==> src/rtl/ram_arbiter.sv <==
// Shares one byte-lane data RAM between instruction fetch (read-only) and load/store.
// Optional macro RAM_RAW_BYPASS_EN merges a same-cycle LS store into the IF read data.
module ram_arbiter #(
    parameter int DW = 32,
    parameter int AW = 32
) (
    input  logic          clk,
    input  logic          rstn,
    input  logic          if_req_valid,
    output logic          if_req_ready,
    input  logic [AW-1:0] if_req_addr,
    output logic          if_rsp_valid,
    input  logic          if_rsp_ready,
    output logic [DW-1:0] if_rsp_data,
    input  logic          ls_req_valid,
    output logic          ls_req_ready,
    input  logic          ls_req_we,
    input  logic [1:0]    ls_req_size,
    input  logic [AW-1:0] ls_req_addr,
    input  logic [DW-1:0] ls_req_wdata,
    output logic          ls_rsp_valid,
    input  logic          ls_rsp_ready,
    output logic [DW-1:0] ls_rsp_rdata,
    output logic          ls_rsp_err,
    output logic [3:0]    ram_wen,
    output logic [AW-1:0] ram_w_addr,
    output logic [DW-1:0] ram_w_data,
    output logic          ram_ren,
    output logic [AW-1:0] ram_r_addr,
    input  logic [DW-1:0] ram_r_data
);

    typedef enum logic [1:0] {
        SLOT_EMPTY = 2'd0,
        SLOT_LIVE  = 2'd1,
        SLOT_HOLD  = 2'd2
    } slot_t;

    function automatic logic ls_misaligned(input logic [1:0] size, input logic [1:0] off);
        logic bad;
        case (size)
            2'd0:    bad = 1'b0;
            2'd1:    bad = off[0];
            2'd2:    bad = (off != 2'd0);
            default: bad = 1'b1;
        endcase
        return bad;
    endfunction

    function automatic logic [3:0] store_wen(input logic [1:0] size, input logic [1:0] off);
        logic [3:0] wen;
        case (size)
            2'd0:    wen = 4'b0001 << off;
            2'd1:    wen = 4'b0011 << {off[1], 1'b0};
            2'd2:    wen = 4'b1111;
            default: wen = 4'b0000;
        endcase
        return wen;
    endfunction

    function automatic logic [31:0] store_data(input logic [1:0] size, input logic [31:0] wdata);
        logic [31:0] d;
        case (size)
            2'd0:    d = {4{wdata[7:0]}};
            2'd1:    d = {2{wdata[15:0]}};
            2'd2:    d = wdata;
            default: d = 32'h0000_0000;
        endcase
        return d;
    endfunction

    function automatic logic [31:0] load_align(input logic [31:0] word, input logic [1:0] size,
                                               input logic [1:0] off);
        logic [31:0] sh;
        logic [31:0] d;
        sh = word >> {off, 3'b000};
        case (size)
            2'd0:    d = {24'h00_0000, sh[7:0]};
            2'd1:    d = {16'h0000, sh[15:0]};
            2'd2:    d = sh;
            default: d = 32'h0000_0000;
        endcase
        return d;
    endfunction

    function automatic logic [31:0] byte_merge(input logic [31:0] old, input logic [3:0] wen,
                                               input logic [31:0] data);
        logic [31:0] d;
        d = old;
        for (int b = 0; b < 4; b++) begin
            if (wen[b]) begin
                d[8*b +: 8] = data[8*b +: 8];
            end else begin
                d[8*b +: 8] = old[8*b +: 8];
            end
        end
        return d;
    endfunction

    slot_t          if_slot_r, if_slot_nxt_s;
    slot_t          ls_slot_r, ls_slot_nxt_s;
    logic           last_grant_if_r;
    logic [DW-1:0]  if_hold_data_r;
    logic [DW-1:0]  ls_hold_data_r;
    logic           ls_we_r;
    logic           ls_err_r;
    logic [1:0]     ls_size_r;
    logic [1:0]     ls_off_r;

    logic           if_drain_s, ls_drain_s;
    logic           if_elig_s, ls_elig_s;
    logic           ls_err_s, ls_load_s, ls_store_s;
    logic           conflict_s, grant_if_s;
    logic           if_acc_s, ls_acc_s;
    logic [DW-1:0]  if_live_data_s, ls_live_data_s;
    logic           unused_addr_bits_s;

    assign unused_addr_bits_s = ^if_req_addr[1:0];

    // Request classification, eligibility and round-robin arbitration of the read port
    always_comb begin
        ls_err_s     = ls_misaligned(ls_req_size, ls_req_addr[1:0]);
        ls_load_s    = !ls_req_we && !ls_err_s;
        ls_store_s   = ls_req_we && !ls_err_s;
        if_drain_s   = (if_slot_r != SLOT_EMPTY) && if_rsp_ready;
        ls_drain_s   = (ls_slot_r != SLOT_EMPTY) && ls_rsp_ready;
        if_elig_s    = if_req_valid && ((if_slot_r == SLOT_EMPTY) || if_drain_s);
        ls_elig_s    = ls_req_valid && ((ls_slot_r == SLOT_EMPTY) || ls_drain_s);
        conflict_s   = if_elig_s && ls_elig_s && ls_load_s;
        grant_if_s   = !last_grant_if_r;
        if_req_ready = 1'b0;
        ls_req_ready = 1'b0;
        if (rstn) begin
            if_req_ready = 1'b0;
            ls_req_ready = 1'b0;
        end else begin
            if_req_ready = if_elig_s && (!conflict_s || grant_if_s);
            ls_req_ready = ls_elig_s && (!conflict_s || !grant_if_s);
        end
        if_acc_s = if_req_valid && if_req_ready;
        ls_acc_s = ls_req_valid && ls_req_ready;
    end

    // RAM pin drive: store in the accept cycle, single read port shared by IF and LS loads
    always_comb begin
        ram_wen    = 4'h0;
        ram_w_addr = {AW{1'b0}};
        ram_w_data = {DW{1'b0}};
        ram_ren    = 1'b0;
        ram_r_addr = {AW{1'b0}};
        if (ls_acc_s && ls_store_s) begin
            ram_wen    = store_wen(ls_req_size, ls_req_addr[1:0]);
            ram_w_addr = {ls_req_addr[AW-1:2], 2'b00};
            ram_w_data = store_data(ls_req_size, ls_req_wdata);
        end else begin
            ram_wen = 4'h0;
        end
        if (if_acc_s) begin
            ram_ren    = 1'b1;
            ram_r_addr = {if_req_addr[AW-1:2], 2'b00};
        end else if (ls_acc_s && ls_load_s) begin
            ram_ren    = 1'b1;
            ram_r_addr = {ls_req_addr[AW-1:2], 2'b00};
        end else begin
            ram_ren = 1'b0;
        end
    end

`ifdef RAM_RAW_BYPASS_EN
    logic [3:0]    byp_wen_r;
    logic [DW-1:0] byp_data_r;

    // Remember bytes stored to the word IF reads in the same cycle
    always_ff @(posedge clk) begin
        if (rstn) begin
            byp_wen_r  <= 4'h0;
            byp_data_r <= {DW{1'b0}};
        end else if (if_acc_s && (ram_wen != 4'h0) &&
                     (ram_w_addr[AW-1:2] == ram_r_addr[AW-1:2])) begin
            byp_wen_r  <= ram_wen;
            byp_data_r <= ram_w_data;
        end else begin
            byp_wen_r  <= 4'h0;
        end
    end

    assign if_live_data_s = byte_merge(ram_r_data, byp_wen_r, byp_data_r);
`else
    assign if_live_data_s = byte_merge(ram_r_data, 4'h0, {DW{1'b0}});
`endif

    assign ls_live_data_s = (ls_we_r || ls_err_r) ? {DW{1'b0}}
                                                  : load_align(ram_r_data, ls_size_r, ls_off_r);

    // Response slot next-state for both ports
    always_comb begin
        if_slot_nxt_s = if_slot_r;
        ls_slot_nxt_s = ls_slot_r;
        case (if_slot_r)
            SLOT_EMPTY: if_slot_nxt_s = if_acc_s ? SLOT_LIVE : SLOT_EMPTY;
            SLOT_LIVE:  if_slot_nxt_s = !if_rsp_ready ? SLOT_HOLD :
                                        (if_acc_s ? SLOT_LIVE : SLOT_EMPTY);
            SLOT_HOLD:  if_slot_nxt_s = !if_rsp_ready ? SLOT_HOLD :
                                        (if_acc_s ? SLOT_LIVE : SLOT_EMPTY);
            default:    if_slot_nxt_s = SLOT_EMPTY;
        endcase
        case (ls_slot_r)
            SLOT_EMPTY: ls_slot_nxt_s = ls_acc_s ? SLOT_LIVE : SLOT_EMPTY;
            SLOT_LIVE:  ls_slot_nxt_s = !ls_rsp_ready ? SLOT_HOLD :
                                        (ls_acc_s ? SLOT_LIVE : SLOT_EMPTY);
            SLOT_HOLD:  ls_slot_nxt_s = !ls_rsp_ready ? SLOT_HOLD :
                                        (ls_acc_s ? SLOT_LIVE : SLOT_EMPTY);
            default:    ls_slot_nxt_s = SLOT_EMPTY;
        endcase
    end

    // Slot state, grant history, captured response data and LS request attributes
    always_ff @(posedge clk) begin
        if (rstn) begin
            if_slot_r       <= SLOT_EMPTY;
            ls_slot_r       <= SLOT_EMPTY;
            last_grant_if_r <= 1'b0;
            if_hold_data_r  <= {DW{1'b0}};
            ls_hold_data_r  <= {DW{1'b0}};
            ls_we_r         <= 1'b0;
            ls_err_r        <= 1'b0;
            ls_size_r       <= 2'd0;
            ls_off_r        <= 2'd0;
        end else begin
            if_slot_r <= if_slot_nxt_s;
            ls_slot_r <= ls_slot_nxt_s;
            if (conflict_s) begin
                last_grant_if_r <= grant_if_s;
            end
            if ((if_slot_r == SLOT_LIVE) && !if_rsp_ready) begin
                if_hold_data_r <= if_live_data_s;
            end
            if ((ls_slot_r == SLOT_LIVE) && !ls_rsp_ready) begin
                ls_hold_data_r <= ls_live_data_s;
            end
            if (ls_acc_s) begin
                ls_we_r   <= ls_req_we;
                ls_err_r  <= ls_err_s;
                ls_size_r <= ls_req_size;
                ls_off_r  <= ls_req_addr[1:0];
            end
        end
    end

    // Response outputs; valids forced low while reset is asserted
    always_comb begin
        if_rsp_valid = 1'b0;
        if_rsp_data  = {DW{1'b0}};
        ls_rsp_valid = 1'b0;
        ls_rsp_rdata = {DW{1'b0}};
        ls_rsp_err   = 1'b0;
        if (rstn) begin
            if_rsp_valid = 1'b0;
        end else begin
            case (if_slot_r)
                SLOT_LIVE: begin
                    if_rsp_valid = 1'b1;
                    if_rsp_data  = if_live_data_s;
                end
                SLOT_HOLD: begin
                    if_rsp_valid = 1'b1;
                    if_rsp_data  = if_hold_data_r;
                end
                default: if_rsp_valid = 1'b0;
            endcase
            case (ls_slot_r)
                SLOT_LIVE: begin
                    ls_rsp_valid = 1'b1;
                    ls_rsp_rdata = ls_live_data_s;
                    ls_rsp_err   = ls_err_r;
                end
                SLOT_HOLD: begin
                    ls_rsp_valid = 1'b1;
                    ls_rsp_rdata = ls_hold_data_r;
                    ls_rsp_err   = ls_err_r;
                end
                default: ls_rsp_valid = 1'b0;
            endcase
        end
    end

endmodule

==> config.mk <==
export PLATFORM = sky130hd
export DESIGN_NAME = ram_arbiter
export DESIGN_NICKNAME = d
export VERILOG_FILES = /design/src/rtl/ram_arbiter.sv
export SDC_FILE = /design/constraint.sdc
export NUM_CORES = 1
export LEC_CHECK = 0
export ABC_AREA = 1
export BUFFER_PORTS_ARGS = -buffer_cell sky130_fd_sc_hd__buf_2
export CAP_MARGIN = 20
export CORE_AREA = 2 2 119 121
export CTS_BUF_LIST = sky130_fd_sc_hd__clkbuf_4
export DETAILED_ROUTE_END_ITERATION = 16
export DIE_AREA = 0 0 121 123
export GPL_TIMING_DRIVEN = 0
export PLACE_DENSITY = 0.78
export RECOVER_POWER = 100
export SLEW_MARGIN = 20
export SYNTH_ARGS = -nofsm -noshare
export SYNTH_HDL_FRONTEND = slang
export SYNTH_SLANG_ARGS = --single-unit
==> constraint.sdc <==
create_clock -name clk -period 2 [get_ports clk]
set_clock_uncertainty 0.2 [all_clocks]
set_input_delay 0.2 -clock clk [delete_from_list [all_inputs] [get_ports clk]]
set_output_delay 0.2 -clock clk [all_outputs]
set_load 0.005 [all_outputs]
==> metrics.txt <==
share of cells above drive strength 1 0.561; register area 0.00152 mm2; I/O pin count 307; total die area approximately 0.015 mm2; maximum root-to-sink buffer count 2; area of the multi-input gates 0.00470 mm2; Post-Syn Instances slightly below 1000; max_slew headroom 0.419; Worst EP arrival 2.17 ns; fin. max-slew vios 0; vias in the first global route 8383; Worst Path Required 1.60 ns; die height around 120 um; post-synthesis sequential area ratio 0.269; status finished, violations left; hold slack -0.00769 ns; worst hold path depth 6; Synth-to-Final Area Change 91.4%; post-layout minimum cycle time 2.57 ns; DP Cell Count 1450; actual slew at the worst max-slew pin 0.872 ns; GRT Total Usage 0.368; drc violations 0; R2R setup slack -0.23 ns; GP Congestion 0.976; worst-case reg-to-reg path depth 8; Min-Delay Path Class in -> reg; clock slew seen by the registers of the worst setup and hold paths 0.14 ns; violated checks negative hold slack, negative setup slack; Fmax achieved slightly below 400 MHz; Synth warnings 0; Post-synth EDFFs 0; fin util 0.785; initial antenna violation count 1; Avg WL per Cell 22.1 um; root cell of the clock tree clkbuf_4; TritonCTS clock tree built; Ant. Diodes 0; CTS Buf Count 9; WHS Endpoint last_grant_if_r; crit path max fanout 10; Die W between 100 and 150 um; Async SR Flop Fraction 0; leakage 4.85 nW; fill count 880; initial drt markers 1255; Clock H-tree levels 3; drt pass-1 iters 8; CP endpoint kind output port; core area roughly 0.014 mm2; Overflow after GRT 0; Initial Util 0.410; Clock Sinks 75; setup tns final -71.48 ns; worst hold start if_req_valid; synthesized cell area 0.00558 mm2; WL final about 35000 um; via/cell ratio 6.06; largest net degree at the start of global routing 12; Rows 43; nets 1562; ANT nets after route 0; fin cells 1600; Critical Path Source Type register; FF+latch count, synth 75; Power Dens Cells 423 mW/mm2; Fin. Hold Viols 1; Final period util 1.29; worst r2r dst ls_hold_data_r[9]; r2r startpoint ls_slot_r[1]; post-DP HPWL approximately 19000 um; Peak VDD IR 0.000269 V; RSZ-0062 raised after global routing yes; Mapped Avg Cell Area between 5 and 6 um2; first-pass GRT wire length about 43000 um; Vias 9701; Yosys cell types 33; Post-synth top flop dfxtp_1; class of the most critical setup path reg -> out; endpoints failing setup 183; IO Port Bufs 300; fin worst setup slack -0.572 ns; worst skew pair latency about 0.49 ns; max_cap viols 0
-- worst max-delay path, stage by stage, from the launching register on --
cell and delay, ns:
dfxtp_4 0.43, buf_8 0.16, o21ai_1 0.58, o21ai_2 0.10, nor2_2 0.13, nand2_1 0.07, a21oi_2 0.12, buf_2 0.12
-- power breakdown --
part           leakage, nW  internal [mW]  switching (mW)  total [mW]
clock network       0.0695          0.374           0.592       0.966
logic                 4.16          0.833            1.11        1.94
registers            0.614           1.55          0.0563        1.61
-- how the worst max path moves through the flow --
stage	start	endpoint	cells past startpoint
6_report	ls_off_r[0]	ls_rsp_rdata[6]	7
5_1_grt	ls_slot_r[0]	ram_w_addr[7]	10
4_1_cts	ls_slot_r[1]	ram_w_addr[3]	10
3_5_place_dp	if_slot_r[0]	ram_r_addr[11]	9
3_3_place_gp	if_slot_r[0]	ram_r_addr[7]	9
2_1_floorplan	ls_slot_r[0]	ram_w_addr[10]	9
-- cells in the mapped netlist (2+ instances only) --
| cell | n | area share |
|---|---|---|
| nand2_1 | 287 | 0.19 |
| a21oi_1 | 127 | 0.11 |
| o21ai_0 | 106 | 0.095 |
| inv_1 | 97 | 0.065 |
| nor2_1 | 93 | 0.063 |
| dfxtp_1 | 75 | 0.27 |
| nor2_2 | 40 | 0.045 |
| clkbuf_1 | 38 | 0.026 |
| a211oi_1 | 15 | 0.020 |
| buf_2 | 15 | 0.013 |
| nand3_1 | 11 | 0.0099 |
| a221oi_1 | 8 | 0.013 |
| and2_1 | 8 | 0.0090 |
| buf_1 | 8 | 0.0054 |
| ha_1 | 8 | 0.018 |
| buf_6 | 5 | 0.010 |
| buf_4 | 4 | 0.0054 |
| nor3_1 | 3 | 0.0027 |
| a31oi_1 | 2 | 0.0022 |
| clkinv_1 | 2 | 0.0013 |
| inv_2 | 2 | 0.0013 |
| nand2_2 | 2 | 0.0022 |
-- area by class of cell --
| class | count | share of cell area |
|---|---|---|
| clock inverter | 4 | 0.00410 |
| buffer | 70 | 0.0686 |
| tap | 180 | 0.0211 |
| multi-input combinational | 723 | 0.440 |
| timing repair buffer | 437 | 0.278 |
| clock buffer | 10 | 0.00703 |
| sequential | 75 | 0.142 |
| inverter | 101 | 0.0385 |
-- flip-flops by register name, indices dropped and copies added (netlist names) --
register,count
ls_size_r,2
if_slot_r,2
ls_slot_r,2
ls_hold_data_r,32
ls_off_r,2
ls_err_r,1
ls_we_r,1
if_hold_data_r,32
last_grant_if_r,1
-- metrics by stage --
stage | hold WS [ns] | setup WS [ns] | instance area (um2) | power, mW
6_report | -0.00769 | -0.572 | 10700 | 4.52
5_1_grt | -0.00451 | -0.646 | 10700 | 4.62
4_1_cts | 0.0100 | -0.499 | 9660 | 4.00
3_5_place_dp | 0.228 | -0.730 | 7320 | 2.57
3_3_place_gp | 0.227 | -0.710 | 7320 | 2.56
2_1_floorplan | 0.0793 | 0.0537 | 5600 | 2.15
-- cell families after synthesis --
logic type	after synthesis	share of synthesized area
flip-flops	75	0.269
XOR/XNOR	1	0.00157
adder cells (fa/ha/maj)	8	0.0179
AND/OR/NAND/NOR	450	0.336
other	1	0.000672
AO/OA/AOI/OAI	260	0.247
buffers and inverters	172	0.129
-- what timing repair did --
action	4_1_cts	5_1_grt
hold endpoints to repair	45	0
setup buffers	60	30
gates cloned	13	7
hold buffers	39	0
endpoints found under the setup margin	204	227
pin swaps	95	80
resized for setup	382	258
-- layer usage --
layer	global-route usage	wire (um)	part of all wire	vias to the layer above
met5	0	0	0	-
met4	0.224	3240	0.092	0
met3	0.0770	4750	0.13	335
met2	0.641	16300	0.46	1010
met1	0.411	11200	0.32	4380
li1	-	-	-	3976
-- cells in the final DEF, fill, tap and decap left out, types with 13 or more instances in the layout --
cell type and instances:
buf_8 24, nand2_1 193, a21oi_2 51, o21ai_1 17, buf_4 63, a21oi_1 63, buf_6 51, nand2_2 82
dfxtp_1 65, nor2_4 45, a211oi_1 15, a21oi_4 13, dlygate4sd3_1 38, inv_1 84, nand2_4 13, nor2_1 50
clkbuf_4 13, o21ai_0 55, o21ai_2 25, buf_2 293, nor2_2 39
(Power assumes the default switching activity.)
